--- src/rtl/lcd_spi_streamer.sv ---
// PCD8544 (Nokia 5110) frame streamer: LCD reset pulse, init sequence, then WORDS x BYTES data bytes per frame over SPI mode 0.
// Define LCD_ADDR_RESET_EN to send the X=0/Y=0 address commands (0x80, 0x40) before every frame.
module lcd_spi_streamer #(
    parameter int          BYTES      = 6,
    parameter int          WORDS      = 84,
    parameter int          CLK_DIV    = 6,
    parameter int          RST_CYCLES = 16,
    parameter logic [7:0]  VOP        = 8'hC0,
    parameter logic [7:0]  BIAS       = 8'h14,
    localparam int         AW         = (WORDS > 1) ? $clog2(WORDS) : 1
) (
    input  logic               clk,
    input  logic               rst,
    input  logic               enable,
    output logic               mem_req,
    output logic [AW-1:0]      mem_addr,
    input  logic [BYTES*8-1:0] mem_data,
    input  logic               mem_valid,
    output logic               busy,
    output logic               frame_done,
    output logic               SCK,
    output logic               MOSI,
    output logic               DC,
    output logic               CS,
    output logic               LCD_reset
);

    localparam int BW  = ($clog2(BYTES + 1) > 3) ? $clog2(BYTES + 1) : 3;
    localparam int RCW = (RST_CYCLES > 1) ? $clog2(RST_CYCLES) : 1;
    localparam int DW  = (CLK_DIV > 1) ? $clog2(CLK_DIV) : 1;

    localparam logic [BW-1:0]  N_INIT    = BW'(6);
    localparam logic [BW-1:0]  N_DATA    = BW'(BYTES);
    localparam logic [AW-1:0]  LAST_ADDR = AW'(WORDS - 1);
    localparam logic [RCW-1:0] RST_LAST  = RCW'(RST_CYCLES - 1);
    localparam logic [DW-1:0]  DIV_LAST  = DW'(CLK_DIV - 1);
`ifdef LCD_ADDR_RESET_EN
    localparam logic [BW-1:0]  N_ADDR    = BW'(2);
`endif

    typedef enum logic [2:0] {
        S_LCDRST, S_INIT, S_IDLE, S_ADDR, S_FETCH, S_SHIFT, S_NEXT
    } state_t;

    state_t             state_q, state_d;
    logic [RCW-1:0]     rst_cnt_q;
    logic               lcd_rst_q;
    logic [BW-1:0]      bidx_q;
    logic [BYTES*8-1:0] word_q;
    logic [AW-1:0]      addr_q;

    logic               act_q, cs_q, sck_q, mosi_q, dc_q;
    logic [7:0]         sh_q;
    logic [4:0]         hcnt_q;
    logic [DW-1:0]      div_q;

    logic               sending, tx_dc, byte_last, byte_start;
    logic [7:0]         tx_byte;
    logic [BW-1:0]      n_bytes;

    // Half-period 16 is the CS-high tail; its final clk may launch the next byte.
    assign byte_last  = act_q && (hcnt_q == 5'd16) && (div_q == DIV_LAST);
    assign byte_start = sending && ((!act_q && bidx_q == '0) || (byte_last && bidx_q < n_bytes));

    always_ff @(posedge clk or posedge rst) begin
        if (rst) state_q <= S_LCDRST;
        else     state_q <= state_d;
    end

    always_comb begin
        state_d = state_q;
        case (state_q)
            S_LCDRST: if (rst_cnt_q == RST_LAST) state_d = S_INIT;
            S_INIT:   if (byte_last && bidx_q == N_INIT) state_d = S_IDLE;
            S_IDLE: begin
                if (enable) begin
`ifdef LCD_ADDR_RESET_EN
                    state_d = S_ADDR;
`else
                    state_d = S_FETCH;
`endif
                end
            end
`ifdef LCD_ADDR_RESET_EN
            S_ADDR:   if (byte_last && bidx_q == N_ADDR) state_d = S_FETCH;
`endif
            S_FETCH:  if (mem_valid) state_d = S_SHIFT;
            S_SHIFT:  if (byte_last && bidx_q == N_DATA) state_d = S_NEXT;
            S_NEXT:   state_d = (addr_q == LAST_ADDR) ? S_IDLE : S_FETCH;
            default:  state_d = S_LCDRST;
        endcase
    end

    always_comb begin
        busy       = (state_q != S_IDLE);
        mem_req    = (state_q == S_FETCH);
        frame_done = (state_q == S_NEXT) && (addr_q == LAST_ADDR);
    end

    always_comb begin
        sending = 1'b0;
        tx_dc   = 1'b1;
        n_bytes = N_DATA;
        tx_byte = word_q[BYTES*8-1 -: 8];
        case (state_q)
            S_INIT: begin
                sending = 1'b1;
                tx_dc   = 1'b0;
                n_bytes = N_INIT;
                case (bidx_q)
                    BW'(0):  tx_byte = 8'h21;
                    BW'(1):  tx_byte = VOP;
                    BW'(2):  tx_byte = 8'h04;
                    BW'(3):  tx_byte = BIAS;
                    BW'(4):  tx_byte = 8'h20;
                    default: tx_byte = 8'h0C;
                endcase
            end
`ifdef LCD_ADDR_RESET_EN
            S_ADDR: begin
                sending = 1'b1;
                tx_dc   = 1'b0;
                n_bytes = N_ADDR;
                tx_byte = (bidx_q == '0) ? 8'h80 : 8'h40;
            end
`endif
            S_SHIFT: sending = 1'b1;
            default: ;
        endcase
    end

    always_ff @(posedge clk or posedge rst) begin
        if (rst) begin
            rst_cnt_q <= '0;
            lcd_rst_q <= 1'b0;
            bidx_q    <= '0;
            word_q    <= '0;
            addr_q    <= '0;
        end else begin
            if (state_q == S_LCDRST) rst_cnt_q <= rst_cnt_q + 1'b1;
            if (state_d != S_LCDRST) lcd_rst_q <= 1'b1;
            if (state_d != state_q)  bidx_q <= '0;
            else if (byte_start)     bidx_q <= bidx_q + 1'b1;
            if (state_q == S_FETCH && mem_valid)
                word_q <= mem_data;
            else if (state_q == S_SHIFT && byte_start)
                word_q <= word_q << 8;
            if (state_q == S_NEXT)
                addr_q <= (addr_q == LAST_ADDR) ? '0 : addr_q + 1'b1;
        end
    end

    // Even half-periods hold SCK low (MOSI may change), odd ones hold it high.
    always_ff @(posedge clk or posedge rst) begin
        if (rst) begin
            act_q  <= 1'b0;
            cs_q   <= 1'b1;
            sck_q  <= 1'b0;
            mosi_q <= 1'b0;
            dc_q   <= 1'b0;
            sh_q   <= '0;
            hcnt_q <= '0;
            div_q  <= '0;
        end else if (byte_start) begin
            act_q  <= 1'b1;
            cs_q   <= 1'b0;
            sck_q  <= 1'b0;
            mosi_q <= tx_byte[7];
            dc_q   <= tx_dc;
            sh_q   <= {tx_byte[6:0], 1'b0};
            hcnt_q <= '0;
            div_q  <= '0;
        end else if (act_q) begin
            if (div_q == DIV_LAST) begin
                div_q  <= '0;
                hcnt_q <= hcnt_q + 5'd1;
                if (hcnt_q == 5'd16) begin
                    act_q <= 1'b0;
                end else if (!hcnt_q[0]) begin
                    sck_q <= 1'b1;
                end else begin
                    sck_q <= 1'b0;
                    if (hcnt_q == 5'd15) begin
                        cs_q <= 1'b1;
                    end else begin
                        mosi_q <= sh_q[7];
                        sh_q   <= {sh_q[6:0], 1'b0};
                    end
                end
            end else begin
                div_q <= div_q + 1'b1;
            end
        end
    end

    assign mem_addr  = addr_q;
    assign SCK       = sck_q;
    assign MOSI      = mosi_q;
    assign DC        = dc_q;
    assign CS        = cs_q;
    assign LCD_reset = lcd_rst_q;

endmodule
--- config.mk ---
export PLATFORM = sky130hd
export DESIGN_NAME = lcd_spi_streamer
export DESIGN_NICKNAME = d
export VERILOG_FILES = /design/src/rtl/lcd_spi_streamer.sv
export SDC_FILE = /design/constraint.sdc
export NUM_CORES = 1
export LEC_CHECK = 0
export BUFFER_PORTS_ARGS = -buffer_cell sky130_fd_sc_hd__buf_2
export CAP_MARGIN = 20
export CORE_MARGIN = 1
export CORE_UTILIZATION = 40
export CTS_BUF_LIST = sky130_fd_sc_hd__clkbuf_16
export DETAILED_ROUTE_END_ITERATION = 8
export GPL_TIMING_DRIVEN = 0
export HOLD_SLACK_MARGIN = 0.1
export SLEW_MARGIN = 20
export SYNTH_ARGS = -nofsm -noshare
export SYNTH_HDL_FRONTEND = slang
export SYNTH_SLANG_ARGS = --single-unit
export TNS_END_PERCENT = 30
--- constraint.sdc ---
create_clock -name clk -period 3.1 [get_ports clk]
set_input_delay 0.155 -clock clk [delete_from_list [all_inputs] [get_ports clk]]
set_output_delay 0.155 -clock clk [all_outputs]
set_load 0.01 [all_outputs]
==> results by group <==
Layout
  • Post-layout net count: 539
  • N_diodes: 0
  • Register Area: 2153 um^2
  • Post-layout util: 0.5146
  • Share of layout cells above drive strength 1: 0.2469
  • Layout filler cell count: 932
  • Area of the multi-input gates: 1823 um^2
  • Layout area overhead: 22.59%

Worst setup path
  • Crit-path max FO: 10
  • CP required: 3310 ps
  • Worst Setup End Kind: register
  • Crit path kind: reg2reg
  • CP arrival: 2570 ps
  • Worst setup SP type: register

CTS
  • Worst-Skew Late Latency: 340 ps
  • Clock-pin slew on the worst setup and hold paths: 70 ps
  • CTS tree: yes
  • # resized after CTS: 0
  • Worst-case clock buffer depth: 2
  • Clock Sinks: 86
  • Num CTS Buffers: 9
  • Root Buffer: clkbuf_16
  • H-tree depth: 3

Drt
  • Post-Route WL: 9.325 mm
  • Iter 0 DRT Violations: 103
  • Vias: 3159
  • Vias/cell: 5.137
  • Wire per inst: 15.16 um
  • Drt pass-1 iters: 4
  • Drt drc: 0
  • Post-detailed-route count of antenna-violating nets: 0

GRT
  • First-pass GRT wire length: 15.55 mm
  • Vias in the first global route: 3111
  • Overflow after GRT: 0
  • Total GRT Usage: 0.1828
  • Initial antenna violation count: 0
  • Pin count of the biggest net entering global routing: 49

Status
  • Status: finished, final reports clean

STA
  • Worst Max-Slew Pin Slew: 617.7 ps
  • Final setup skew: 7.324 ps
  • Min Tclk post-route: 2368 ps
  • Fmax: 422.2 MHz
  • Final Hold Fails: 0
  • Slew headroom: 0.5873
  • Setup ws final: 731.7 ps
  • Slew Limit Fails: 0
  • Finish-stage setup viols: 0
  • RSZ-0062 raised after global routing: false
  • Fin crit share: 0.7640

Floorplanning
  • Die H: 104.0 um
  • Die width: 104.0 um
  • Initial Utilization: 0.4198
  • CORE AREA: 9910 um^2
  • Top Ports: 67
  • Die area: 10810 um^2
  • Cell Rows: 36

Synthesis
  • Async S/R FF share, synth: 1.000
  • Number of synthesized flops with an enable pin: 0
  • Synth warnings: 0
  • Syn Inst Count: 385
  • Post-synth top flop: dfrtp_1
  • #FFs+latches synth: 86
  • Sequential element share of the synthesized area: 0.5176
  • Netlist cell types: 47
  • Post-synthesis average cell area: 10.81 um^2
  • Synthesized Nets: 447
  • Synthesized area: 4160 um^2

Placement
  • GPL Wtd Cong: 0.7505
  • Worst slack, placed: 741.2 ps
  • Number of port buffers: 66
  • Dpl hpwl: 6.595 mm

Pwr
  • Leakage power: 2.790 nW
  • Worst vdd ir: 319.8 uV
  • PwrDens: 431.5 nW/um^2

Job
  • Max-capacitance violation count: 0

Min path
  • Worst hold-check path type: in2reg
routing by layer:
layer,global-route usage,vias up,wire length [um]
met1,0.2471,1524,4617
met5,0,-,0
li1,-,1574,-
met2,0.2881,46,4294
met3,0.03446,15,234
met4,0.07653,0,178
layout by cell type (no fill, tap or decap), types with 3 or more instances in the layout:
cell,count
nand2_1,45
buf_4,3
a21oi_1,8
inv_1,13
xnor2_1,7
ha_1,10
nor3_1,6
clkbuf_1,7
xor2_1,3
a21o_1,40
buf_2,78
clkbuf_16,9
dlygate4sd3_1,14
o21ai_0,17
and2_1,3
nand3_1,12
nand4_1,3
mux2_2,10
dfrtp_1,85
a22o_1,38
mux2i_1,8
a31oi_1,3
or3_1,3
nor2_1,16
nand4b_1,3
sequential cells by signal (all words and copies together), names as in the netlist, 3 cells and up:
| signal | cells |
|---|---|
| hcnt_q | 5 |
| bidx_q | 3 |
| rst_cnt_q | 4 |
| word_q | 48 |
| mem_addr | 7 |
| state_q | 3 |
| div_q | 3 |
| sh_q | 7 |
kinds of logic after synthesis:
group,Yosys count,share of synthesized area
buf+inv,38,0.04421
fa+ha+maj,10,0.03008
compound gates,117,0.2123
simple gates,106,0.1284
xor+xnor,10,0.02105
mux,18,0.04632
flops,86,0.5176
layout make-up:
cell class                 count  share of cell area
sequential                    86              0.4222
buffer                        24             0.02576
multi-input combinational    261              0.3575
inverter                      14             0.01079
tap                          133             0.03263
timing repair buffer          81             0.09764
clock inverter                 7            0.009323
clock buffer                   9             0.04416
cell usage after synthesis, drive strengths merged (3+ instances only):
cell type / n / share of area
inv: 14 / 0.013
mux2i: 8 / 0.019
xor2: 3 / 0.0063
a21oi: 10 / 0.016
a31oi: 3 / 0.0045
o21ai: 17 / 0.020
buf: 17 / 0.025
dfrtp: 85 / 0.51
a22o: 38 / 0.080
and2: 3 / 0.0045
nor3: 6 / 0.0072
mux2: 10 / 0.027
clkbuf: 7 / 0.0063
nor2: 17 / 0.016
nand4: 4 / 0.0096
ha: 10 / 0.030
xnor2: 7 / 0.015
nand3: 12 / 0.014
nand4b: 3 / 0.0063
or3: 3 / 0.0045
a21o: 40 / 0.072
nand2: 45 / 0.041
stage by stage:
stage               std cells  hold slack (ps)  power, W  cell area (um^2)  setup TNS (ps)
floorplan                 385            271.8  0.001160              4160               0
global placement          584            357.6  0.001203              4657          -32520
detailed placement        585            227.1  0.001207              4687               0
CTS                       615            100.6  0.002221              5100               0
global route              615            109.7  0.002272              5100               0
finish                    615            103.5  0.002201              5100               0
path summary, 6_finish.rpt:
check	start	end	slack (ps)	cells after the start
setup / recovery	hcnt_q[0]	word_q[16]	730	10
min in group asynchronous	rst	mem_addr[3]	390	3
hold reg to reg	word_q[40]	word_q[40]	480	1
hold / removal	mem_data[22]	word_q[22]	100	3
max in group asynchronous	rst	CS	2040	4
setup reg to reg	hcnt_q[0]	word_q[16]	730	10
critical path, cell delays in order, from the launching register on:
cell	delay, ps
dfrtp_1	420
inv_1	150
ha_1	160
and4bb_2	210
buf_2	200
nand4_4	180
a21oi_4	260
buf_6	170
buf_6	150
mux2i_1	230
a21oi_1	90
timing repair:
item | CTS | global route
buffers inserted | 0 | 0
endpoints found under the hold margin | 51 | 0
endpoints found under the setup margin | 0 | 0
hold buffers | 14 | 0
power breakdown:
part | internal [W] | switching, W | total, W
combinational | 0.0000380 | 0.0000381 | 0.0000761
sequential | 0.00112 | 0 | 0.00112
clock | 0.000544 | 0.000458 | 0.00100
total | 0.00170 | 0.000496 | 0.00220
Note: power is estimated with default switching activity, not from simulation.
